--- config.mk ---
export PLATFORM = sky130hd
export DESIGN_NAME = branch_decode_unit
export DESIGN_NICKNAME = d
export VERILOG_FILES = /design/src/rtl/branch_decode_unit.sv
export SDC_FILE = /design/constraint.sdc
export NUM_CORES = 1
export LEC_CHECK = 0
export ABC_AREA = 1
export CAP_MARGIN = 25
export CORE_MARGIN = 3
export CORE_UTILIZATION = 53
export CTS_CLUSTER_DIAMETER = 80
export CTS_CLUSTER_SIZE = 20
export DETAILED_ROUTE_END_ITERATION = 8
export GPL_TIMING_DRIVEN = 0
export MAX_ROUTING_LAYER = met4
export PLACE_DENSITY = 0.89
export SKIP_LAST_GASP = 1
export SLEW_MARGIN = 20
export SYNTH_ARGS = -nofsm -noshare
export SYNTH_HDL_FRONTEND = slang
export SYNTH_SLANG_ARGS = --single-unit
--- constraint.sdc ---
create_clock -name clk -period 8.15 [get_ports clk]
set_input_delay 1.63 -clock clk [delete_from_list [all_inputs] [get_ports clk]]
set_output_delay 1.63 -clock clk [all_outputs]
set_load 0.01 [all_outputs]
--- src/rtl/branch_decode_unit.sv ---
// rtl/branch_decode_unit.sv - RV32I decode stage: immediate, ALU op, branch resolve, redirect
// Optional illegal-instruction flag: define BRANCH_DECODE_ILLEGAL_DETECT_EN to add o_illegal.
module branch_decode_unit (
  input  logic        clk,
  input  logic        rst,
  input  logic [31:0] i_instr,
  input  logic [31:0] i_pc,
  input  logic [31:0] i_rs1_data,
  input  logic [31:0] i_rs2_data,
  input  logic        i_ce,
  input  logic        i_stall,
  output logic [31:0] o_imm,
  output logic [3:0]  o_alu_ctrl,
  output logic [6:0]  o_opcode,
  output logic [2:0]  o_func3,
  output logic [4:0]  o_rd,
  output logic        o_ce,
  output logic        o_flush,
  output logic [31:0] o_branch_pc
`ifdef BRANCH_DECODE_ILLEGAL_DETECT_EN
  ,
  output logic        o_illegal
`endif
);

  localparam logic [6:0] OP_R      = 7'b0110011;
  localparam logic [6:0] OP_I      = 7'b0010011;
  localparam logic [6:0] OP_LOAD   = 7'b0000011;
  localparam logic [6:0] OP_STORE  = 7'b0100011;
  localparam logic [6:0] OP_BRANCH = 7'b1100011;
  localparam logic [6:0] OP_JAL    = 7'b1101111;
  localparam logic [6:0] OP_JALR   = 7'b1100111;
  localparam logic [6:0] OP_LUI    = 7'b0110111;
  localparam logic [6:0] OP_AUIPC  = 7'b0010111;

  localparam logic [3:0] ALU_ADD   = 4'b0000;
  localparam logic [3:0] ALU_SUB   = 4'b0001;
  localparam logic [3:0] ALU_SLL   = 4'b0010;
  localparam logic [3:0] ALU_SLT   = 4'b0011;
  localparam logic [3:0] ALU_SLTU  = 4'b0100;
  localparam logic [3:0] ALU_XOR   = 4'b0101;
  localparam logic [3:0] ALU_SRL   = 4'b0110;
  localparam logic [3:0] ALU_SRA   = 4'b0111;
  localparam logic [3:0] ALU_OR    = 4'b1000;
  localparam logic [3:0] ALU_AND   = 4'b1001;
  localparam logic [3:0] ALU_PASSB = 4'b1010;

  logic [6:0]  opcode;
  logic [2:0]  func3;
  logic        alt;
  logic [31:0] imm;
  logic [3:0]  alu_ctrl;
  logic        br_taken;
  logic        update;

  assign opcode = i_instr[6:0];
  assign func3  = i_instr[14:12];
  assign alt    = i_instr[30];
  assign update = i_ce & ~i_stall;

  // Immediate extraction per instruction format
  always_comb begin
    imm = 32'd0;
    case (opcode)
      OP_I, OP_LOAD, OP_JALR: imm = {{20{i_instr[31]}}, i_instr[31:20]};
      OP_STORE:               imm = {{20{i_instr[31]}}, i_instr[31:25], i_instr[11:7]};
      OP_BRANCH:              imm = {{19{i_instr[31]}}, i_instr[31], i_instr[7],
                                     i_instr[30:25], i_instr[11:8], 1'b0};
      OP_LUI, OP_AUIPC:       imm = {i_instr[31:12], 12'h000};
      OP_JAL:                 imm = {{11{i_instr[31]}}, i_instr[31], i_instr[19:12],
                                     i_instr[20], i_instr[30:21], 1'b0};
      default:                imm = 32'd0;
    endcase
  end

  // ALU operation select; only R-type honours instr[30] on func3 000
  always_comb begin
    alu_ctrl = ALU_ADD;
    case (opcode)
      OP_R, OP_I: begin
        case (func3)
          3'b000:  alu_ctrl = (opcode == OP_R && alt) ? ALU_SUB : ALU_ADD;
          3'b001:  alu_ctrl = ALU_SLL;
          3'b010:  alu_ctrl = ALU_SLT;
          3'b011:  alu_ctrl = ALU_SLTU;
          3'b100:  alu_ctrl = ALU_XOR;
          3'b101:  alu_ctrl = alt ? ALU_SRA : ALU_SRL;
          3'b110:  alu_ctrl = ALU_OR;
          default: alu_ctrl = ALU_AND;
        endcase
      end
      OP_LUI:  alu_ctrl = ALU_PASSB;
      default: alu_ctrl = ALU_ADD;
    endcase
  end

  // Branch condition evaluation on the raw register-file operands
  always_comb begin
    br_taken = 1'b0;
    if (opcode == OP_BRANCH) begin
      case (func3)
        3'b000:  br_taken = (i_rs1_data == i_rs2_data);
        3'b001:  br_taken = (i_rs1_data != i_rs2_data);
        3'b100:  br_taken = ($signed(i_rs1_data) <  $signed(i_rs2_data));
        3'b101:  br_taken = ($signed(i_rs1_data) >= $signed(i_rs2_data));
        3'b110:  br_taken = (i_rs1_data <  i_rs2_data);
        3'b111:  br_taken = (i_rs1_data >= i_rs2_data);
        default: br_taken = 1'b0;
      endcase
    end
  end

  // Redirect target; JALR clears bit 0 of the computed address
  always_comb begin
    o_branch_pc = 32'd0;
    case (opcode)
      OP_BRANCH, OP_JAL: o_branch_pc = i_pc + imm;
      OP_JALR:           o_branch_pc = (i_rs1_data + imm) & ~32'd1;
      default:           o_branch_pc = 32'd0;
    endcase
  end

  // Redirect is resolved in the same cycle and ignores downstream stall
  assign o_flush = i_ce & ~rst & ((opcode == OP_JAL) | (opcode == OP_JALR) | br_taken);

  // Pipeline register toward execute; stall holds payload and drops valid
  always_ff @(posedge clk) begin
    if (rst) begin
      o_imm      <= 32'd0;
      o_alu_ctrl <= 4'd0;
      o_opcode   <= 7'd0;
      o_func3    <= 3'd0;
      o_rd       <= 5'd0;
      o_ce       <= 1'b0;
    end else begin
      if (update) begin
        o_imm      <= imm;
        o_alu_ctrl <= alu_ctrl;
        o_opcode   <= opcode;
        o_func3    <= func3;
        o_rd       <= i_instr[11:7];
      end
      o_ce <= i_stall ? 1'b0 : i_ce;
    end
  end

`ifdef BRANCH_DECODE_ILLEGAL_DETECT_EN
  logic illegal;

  // Unknown opcodes and R-type encodings with a bad funct7 are illegal
  always_comb begin
    illegal = 1'b0;
    case (opcode)
      OP_R: begin
        if (i_instr[31:25] != 7'b0000000 && i_instr[31:25] != 7'b0100000)
          illegal = 1'b1;
        else if (i_instr[31:25] == 7'b0100000 && func3 != 3'b000 && func3 != 3'b101)
          illegal = 1'b1;
      end
      OP_I, OP_LOAD, OP_STORE, OP_BRANCH, OP_JAL, OP_JALR, OP_LUI, OP_AUIPC: illegal = 1'b0;
      default: illegal = 1'b1;
    endcase
  end

  // Illegal flag travels with the opcode register
  always_ff @(posedge clk) begin
    if (rst)
      o_illegal <= 1'b0;
    else if (update)
      o_illegal <= illegal;
  end
`endif

endmodule

# == After elaboration in Yosys (flattened, before gate mapping) ==
# Index checks and enable logic that the tools add are counted.
# totals
elab_cells,52
output_inout_bits,85
reg_bits,52
inputBits,132
# classes
n_eq_ne,18
n_mux,8
add_sub_neg,2
n_lt_le_gt_ge,4
bitwise,7
n_reduce_logical,7
# op_table
cell,count
$pmux W32 S5,1
$add A32 B32 Y32,2
$ge A32 B32 Y1,2
$lt A32 B32 Y1,2
$pmux W32 S2,1
$eq A32 B32 Y1,1
$ne A32 B32 Y1,1
$pmux W4 S7,1
$eq A7 B6 Y1 const B,3
$eq A7 B7 Y1 const B,3
$eq A7 B5 Y1 const B,2
$eq A3 B3 Y1 const B,4
$pmux W4 S2,1
$reduce_or A2 Y1,4
$eq A7 B2 Y1 const B,1
$eq A3 B2 Y1 const B,2
$pmux W1 S6,1
$and A1 B1 Y1,3
$eq A3 B1 Y1 const B,1
$logic_not A3 Y1,1
$mux W1,3
$reduce_or A3 Y1,1
$not A1 Y1,2
$or A1 B1 Y1,2
$logic_and A1 B1 Y1,1

# == Logic depth before layout (Yosys ltp) ==
# Gate-level depths: netlist of run 1.
# depth
depth_word,5
depth_mapped,22
mapped_depth_nobuf,22

# == Worst setup path before layout of run 1 ==
# No wires, ideal clock.
# synth_timing
path_kind,input-to-output
from,in i_instr[4]
to,out o_branch_pc[30]
path_buffers,1
setup_slack_ns,2.540
required_ns,6.520
arrival_ns,3.980
stages,15
path_cell_list,inv_2 -> nand2_1 -> inv_1 -> nand2_1 -> inv_1 -> o21ai_0 -> buf_2 -> nand3_1 -> ha_1 -> a21o_1 -> a21oi_1 -> o21ai_0 -> a221oi_1 -> a21oi_1 -> o21ai_0
# synth_between
elab_chain_len,5
elab_cells_between_ends,15
cone_classes,2 x add/sub; 8 x eq/ne; 2 x mux; 3 x reduce/logical
# synth_rtl
element,line_no,text
"start, declared",6,"input logic [31:0] i_instr,"
"$eq A7 B7 Y1, or another cell as far along",64,case (opcode)
$reduce_or A3 Y1 or $reduce_or A2 Y1 (tied branches),64,
$pmux W32 S5 *,64,
net imm[21],51,logic [31:0] imm;
$add A32 B32 Y32 (on tied branches),"118, 117",
$pmux W32 S2 *,116,case (opcode)
"end, declared",19,output logic [31:0] o_branch_pc
# The timed path passes the listed nets; every way through them passes the cells marked *.

# == Worst setup path after layout of run 1 ==
# layout_timing
from,in i_instr[3]
to,out o_branch_pc[25]
# Same word-level chain as after synthesis.

==> results of run 1 <==
worst min-delay path, stage by stage (launching register included):
cell	delay [ns]
dfxtp_1	0.31
nand2_1	0.06
a21oi_1	0.06
metal layers:
metal	vias up	global-route usage (%)	routed length (um)
li1	4544	-	-
met1	4165	45.87	11360
met2	586	65.68	13390
met3	109	6.959	2938
met4	0	16.86	1385
met5	-	-	0
state kept, by name (all words and copies together) (netlist names):
register / flops
o_ce: 1
o_imm: 32
o_rd: 5
o_opcode: 7
o_func3: 3
o_alu_ctrl: 4
Yosys cell counts, types with 2 or more instances:
master | n | area, um2
nand2_2 | 15 | 93.84
nand3_1 | 75 | 375.4
a31oi_1 | 5 | 31.28
o21bai_1 | 9 | 67.56
or2_1 | 2 | 12.51
ha_1 | 93 | 1164
nand2_1 | 267 | 1002
dfxtp_1 | 52 | 1041
o21ai_1 | 8 | 40.04
inv_1 | 174 | 653.1
or2_2 | 8 | 50.05
nor2_2 | 2 | 12.51
fa_1 | 2 | 40.04
a21oi_1 | 117 | 585.6
a22o_1 | 3 | 26.28
and3_1 | 2 | 12.51
nor2_1 | 162 | 608.1
o21a_1 | 6 | 45.04
a21o_1 | 10 | 75.07
a221oi_1 | 4 | 35.03
nand4_1 | 10 | 62.56
o21ai_0 | 110 | 550.5
or2_0 | 2 | 12.51
nor3_1 | 15 | 75.07
xor2_1 | 5 | 43.79
a211oi_1 | 6 | 45.04
xnor2_1 | 7 | 61.31
buf_2 | 3 | 15.01
nand3b_1 | 3 | 22.52
clkbuf_1 | 19 | 71.32
clkinv_1 | 2 | 7.510
a21boi_0 | 3 | 22.52
nor3_2 | 2 | 20.02
o22ai_1 | 5 | 31.28
nand2_4 | 3 | 33.78
o221ai_1 | 2 | 17.52
inv_2 | 4 | 15.01
a21boi_1 | 2 | 15.01
o31ai_1 | 2 | 15.01
metrics by stage:
stage | utilization (%) | instances
2_1_floorplan | - | 1230
3_3_place_gp | 74.05 | 1618
3_5_place_dp | 74.05 | 1618
4_1_cts | 75.19 | 1626
5_1_grt | 75.19 | 1626
6_report | 75.19 | 1626
final cells by class:
type / instances / area (um2) / share of cell area (%)
plain buffers: 22 / 86.33 / 0.8881
clock buffers: 5 / 125.1 / 1.287
clock inverters: 3 / 22.52 / 0.2317
inverters: 180 / 675.6 / 6.951
multi-input cells: 976 / 5393 / 55.48
flip-flops and latches: 52 / 1041 / 10.71
well taps: 172 / 215.2 / 2.214
repair buffers: 216 / 2162 / 22.24
power breakdown:
group / total (W) / switching, W / internal [W]
combinational: 0.000338 / 0.000185 / 0.000153
clock: 0.000215 / 0.0000997 / 0.000115
sequential: 0.000277 / 0.00000905 / 0.000268
worst max path at each step:
stage / startpoint / to / slack, ns / cells past startpoint
floorplan: i_instr[4] / o_branch_pc[30] / 2.54 / 15
CTS: i_instr[3] / o_branch_pc[25] / 0.61 / 18
global placement: i_instr[3] / o_branch_pc[25] / 0.69 / 18
global route: i_instr[3] / o_branch_pc[25] / 0.23 / 18
detailed placement: i_instr[3] / o_branch_pc[25] / 0.62 / 18
finish: i_instr[3] / o_branch_pc[25] / 0.44 / 18
logic make-up (layout without fill, tap and decap cells):
kind of cell / Yosys count / count (layout) / synth area share, %
compound gates: 296 / 296 / 22.74
xor+xnor: 12 / 12 / 1.461
fa+ha+maj: 95 / 95 / 16.73
buf+inv: 202 / 426 / 10.59
flops: 52 / 52 / 14.47
simple gates: 573 / 573 / 34.01
==> results by group, run 1 <==
Run status
  – Outcome: completed

Clock network
  – Clk_lat worst skew: between 0.2 and 0.3 ns
  – CTS tree: yes
  – Hold-fix buffers, CTS: 0
  – Post-CTS sizing: 0
  – Level count of the clock H-tree: 2
  – CTS Sinks: 52
  – Clk root buf: clkbuf_16
  – Clock transition at path regs: roughly 0.07 ns
  – Post-CTS setup buffer count: 0
  – Max clock buf depth: 2
  – CTS Buf Count: 5

Synth
  – Number of synthesized flops with an enable pin: 0
  – Post-Syn Instances: 1,230
  – Synthesized cell area: about 7200 um2
  – Sequential-to-total area share from yosys stat: roughly 14%
  – Predominant post-synthesis flop cell: dfxtp_1
  – Synthesized Nets: 1,457
  – Fraction of registers with async set/reset: 0%
  – Cell variety after synth: between 40 and 50
  – Yosys reg bits: 52
  – Synth Warn #: 0
  – Syn_area_per_cell: between 5 and 6 um2

Routing
  – Initial DRC Count: approximately 760
  – First-pass DRT Iterations: 5
  – # DRC: 0
  – Vias/cell: a little under 6
  – Routed WL per cell: about 18 um
  – Via count: ~9,400
  – DRT antenna net count: 0
  – Final wirelength: between 20,000 and 30,000 um

Timing
  – Max Clk Rate: between 100 and 150 MHz
  – Setup ws final: 0.4355 ns
  – WHS: 0.4770 ns
  – # setup viols final: 0
  – Post-route clock skew: 0 ns
  – Setup TNS: 0 ns
  – Final max-slew violation count: 0
  – Worst slew margin: 36.84%
  – RSZ-0062 raised after global routing: no
  – Final hold violation count: 0
  – Slew @ Worst Pin: 0.9376 ns
  – Final critical-path share of the clock period: 94.66%
  – Tmin final: between 7 and 8 ns

Cells and area
  – Share of post-route cells with drive strength above 1: 3.439%
  – Most common cell after layout, fill and taps aside: nand2_1
  – Area delta synth->final: 35.09%
  – Fillers: roughly 1,100
  – Ant diodes: 0
  – # nets final: around 1,700
  – Most frequent cells in the layout: nand2_1 (267), clkdlybuf4s50_1 (216), inv_1 (174), nor2_1 (162), a21oi_1 (117)
  – Post-route cell area: between 9000 and 10,000 um2

GRT
  – Global-route usage over all layers: approximately 39%
  – First-pass GRT wire length: 44,770 um
  – Global route overflow: 0
  – Initial antenna violation count: 0
  – Vias in the first global route: 9,108
  – Largest net degree at the start of global routing: 18

Placed design
  – Detailed Place HPWL: 24,730 um
  – Setup WS pre-CTS: about 0.62 ns
  – Area after DPL: around 9600 um2
  – Port Buffer Count: ~220
  – Gpl congestion: just over 1

Critical path
  – Crit path buffers/inverters: 4
  – CP top delay family: compound AO/OA/AOI/OAI gates
  – Slowest cell on the critical path: o21ai_0
  – Worst Setup Start Kind: input pin
  – Maximum fanout along the worst path: 7
  – Crit path arrival time: approximately 6 ns
  – FF-to-FF Start: o_imm[0]
  – Critical path type: input pin to primary output
  – FF-to-FF path depth: 4
  – Most used cell, CP: nand2_1
  – Worst path cell trace: clkdlybuf4s50_1, inv_2, nand2_1, nor2_2, nand2_1, nand2_1, inv_1, o21ai_0, ha_1, a21oi_1, o21ai_0, a21oi_1, nand3_1, a21oi_1, or2_2, nand3_1, nand2_1, clkdlybuf4s50_1
  – Worst flop-to-flop path endpoint: o_imm[0]
  – WP data required: 6.52 ns
  – Worst path max stage delay: ~0.67 ns
  – Crit path capture type: primary output
  – R2R Setup Slk: around 7.4 ns

Floorplanning
  – Core area: approximately 13,000 um2
  – # IOs: roughly 220
  – Chip width: 122.5 um
  – Die Area: around 15,000 um2
  – Initial Util: 55.66%
  – FP Rows: around 40
  – Die Ht: 122.5 um

Pwr
  – Leak: roughly 5 nW
  – Total Power: just over 0.0008 W
  – Pwr dens: 85.39 nW/um2
  – Peak VDD IR: roughly 0.16 mV

Worst hold path
  – WHS Path Cells: 2
  – HP Class: register to register
  – Hold wc startpoint: o_alu_ctrl[0]
  – WHS Endpoint: o_alu_ctrl[0]

Run
  – Maxcap violations: 0
No activity file was read; power rests on OpenSTA's default activity.
==> run 2, diff against run 1 <==
GPL_TIMING_DRIVEN = not set   (was 0)
==> results by group, run 2 (synthesis gave the netlist of run 1 again) <==
Clock network
  – CTS Buf Count: 5 (unchanged)
  – Max clock buf depth: 2 (unchanged)
  – Level count of the clock H-tree: 2 (unchanged)
  – Hold-fix buffers, CTS: 0 (unchanged)
  – CTS tree: yes
  – Post-CTS sizing: 0 (unchanged)
  – Clk root buf: clkbuf_16
  – Post-CTS setup buffer count: 0 (unchanged)
  – Clock transition at path regs: 0.07 ns (about the same)
  – Clk_lat worst skew: 0.29 ns (about the same)
  – CTS Sinks: 52 (unchanged)

Cells and area
  – Largest register FFs: 32 (unchanged)
  – Share of post-route cells with drive strength above 1: 3.822% (+0.38 points)
  – Ant diodes: 0 (unchanged)
  – Biggest register: o_imm
  – Most common cell after layout, fill and taps aside: nand2_1
  – Fillers: 1,044 (-3.5%)
  – Area delta synth->final: 34.90%
  – Core Util, Final: 75.09% (-0.11 points)
  – # nets final: 1,666 (-0.83%)
  – Reg area: 1041 um2 (unchanged)
  – Most frequent cells in the layout: nand2_1 (267), clkdlybuf4s50_1 (216), inv_1 (174), nor2_1 (161), a21oi_1 (117)
  – Largest registers: o_imm: 32 flops, o_opcode: 7 flops, o_rd: 5 flops
  – Area of the multi-input gates: 5400 um2 (+0.14%)

Timing
  – Post-route clock skew: 0 ns (unchanged)
  – RSZ-0062 raised after global routing: no
  – Final max-slew violation count: 0 (unchanged)
  – Setup TNS: 0 ns (unchanged)
  – WHS: 0.4676 ns (-0.009418 ns)
  – Final hold violation count: 0 (unchanged)
  – Setup ws final: 0.7826 ns (+0.3472 ns)
  – Tmin final: 7.367 ns (-0.3472 ns)
  – Max Clk Rate: 135.7 MHz (+4.7%)
  – Slew @ Worst Pin: 0.6906 ns (-0.2470 ns)
  – Worst slew margin: 53.68% (+17 points)
  – Final critical-path share of the clock period: 90.40% (-4.3 points)
  – # setup viols final: 0 (unchanged)

Run status
  – Outcome: completed

Run
  – Maxcap violations: 0 (unchanged)

Critical path
  – Crit path arrival time: 5.74 ns (-0.34 ns)
  – Worst Setup Start Kind: input pin
  – FF-to-FF path depth: 2 (-2)
  – R2R Setup Slk: 7.34 ns (about the same)
  – WP data required: 6.52 ns (about the same)
  – Worst flop-to-flop path endpoint: o_alu_ctrl[1]
  – Worst setup path start: i_instr[3]
  – FF-to-FF Start: o_alu_ctrl[1]
  – Critical path type: input pin to primary output
  – Crit path capture type: primary output
  – Maximum fanout along the worst path: 12 (+5)

Routing
  – Routed WL per cell: 17.43 um (-2.5%)
  – Initial DRC Count: 861 (+13%)
  – DRT antenna net count: 0 (unchanged)
  – # DRC: 0 (unchanged)
  – Final wirelength: 28,080 um (-3.4%)
  – Vias/cell: 5.767 (-0.29%)
  – Via count: 9,290 (-1.2%)
  – First-pass DRT Iterations: 5 (unchanged)

Pwr
  – Pwr dens: 85.72 nW/um2 (+0.38%)
  – Total Power: 0.0008321 W (+0.24%)
  – Peak VDD IR: 0.1819 mV (+10%)
  – Leak: 5.043 nW (about the same)

Worst hold path
  – Hold wc startpoint: o_alu_ctrl[2]
  – HP Class: register to register
  – WHS Endpoint: o_alu_ctrl[2]
  – WHS Path Cells: 2 (unchanged)

GRT
  – Global route overflow: 0 (unchanged)
  – Largest net degree at the start of global routing: 66 (+48)
  – Global-route usage over all layers: 38.11% (-0.98 points)
  – Initial antenna violation count: 0 (unchanged)
  – Vias in the first global route: 8,879 (-2.5%)
  – First-pass GRT wire length: 43,890 um (-2.0%)

Placed design
  – Setup WS pre-CTS: 0.9279 ns (+0.3076 ns)
  – Port Buffer Count: 216 (unchanged)
  – Gpl congestion: 1.091 (+6.6%)
  – Detailed Place HPWL: 23,430 um (-5.2%)

Floorplanning
  – Die Area: 15,010 um2 (unchanged)
  – Chip width: 122.5 um (unchanged)
  – Die Ht: 122.5 um (unchanged)
  – Core area: 12,930 um2 (unchanged)
  – Initial Util: 55.66% (unchanged)
  – # IOs: 217 (unchanged)
  – FP Rows: 41 (unchanged)
## run 2: where the power goes
part | total (W) | switching, W | leakage, nW | internal (W)
clock network | 0.000220 | 0.0000911 | 0.0760 | 0.000129
logic | 0.000335 | 0.000182 | 4.54 | 0.000153
registers | 0.000277 | 0.00000813 | 0.427 | 0.000268
## run 2: final cells by class
cell class | count | area share, %
Clock buffer | 7 | 1.573
Inverter | 180 | 6.961
Multi-Input combinational cell | 976 | 55.63
Sequential cell | 52 | 10.72
Tap cell | 172 | 2.217
Timing Repair Buffer | 224 | 22.89
## run 2: how the worst max path moves through the flow
| stage | to | slack [ns] | cells past startpoint |
|---|---|---|---|
| finish | o_branch_pc[26] | 0.78 | 23 |
| global route | o_branch_pc[30] | 0.51 | 20 |
| CTS | o_branch_pc[26] | 0.91 | 23 |
| detailed placement | o_branch_pc[26] | 0.93 | 23 |
| global placement | o_branch_pc[25] | 0.95 | 22 |
| floorplan | o_branch_pc[30] | 2.54 | 15 |
## run 2: worst max-delay path, stage by stage
cell and delay [ns]:
clkdlybuf4s50_1 0.56, inv_2 0.06, nand2_1 0.07, nor2_2 0.05
nand2_4 0.07, nand2_4 0.06, nand2_1 0.27, inv_1 0.07
nor3_1 0.40, inv_1 0.19, ha_1 0.39, a21oi_1 0.23
inv_1 0.07, a31oi_1 0.22, o21ai_0 0.16, nand2_1 0.11
nand3_1 0.14, nand2_1 0.09, nand2_1 0.06, or2_0 0.21
nand3_1 0.07, nand2_1 0.07, clkdlybuf4s50_1 0.48
## run 2: per-layer routing
metal / share of wire, % / wire length, um / GRT usage (%) / up-vias
li1: - / - / - / 4504
met1: 38 / 10750 / 45.24 / 4168
met2: 47 / 13130 / 64.65 / 527
met3: 11 / 2959 / 6.037 / 91
met4: 4.4 / 1247 / 15.05 / 0
met5: 0 / 0 / - / -
## run 2: stage by stage
step	cell area (um2)	std cells
after global placement	9554	1604
final	9707	1611
after detailed placement	9554	1604
after global routing	9707	1611
after floorplan	7196	1230
after CTS	9707	1611
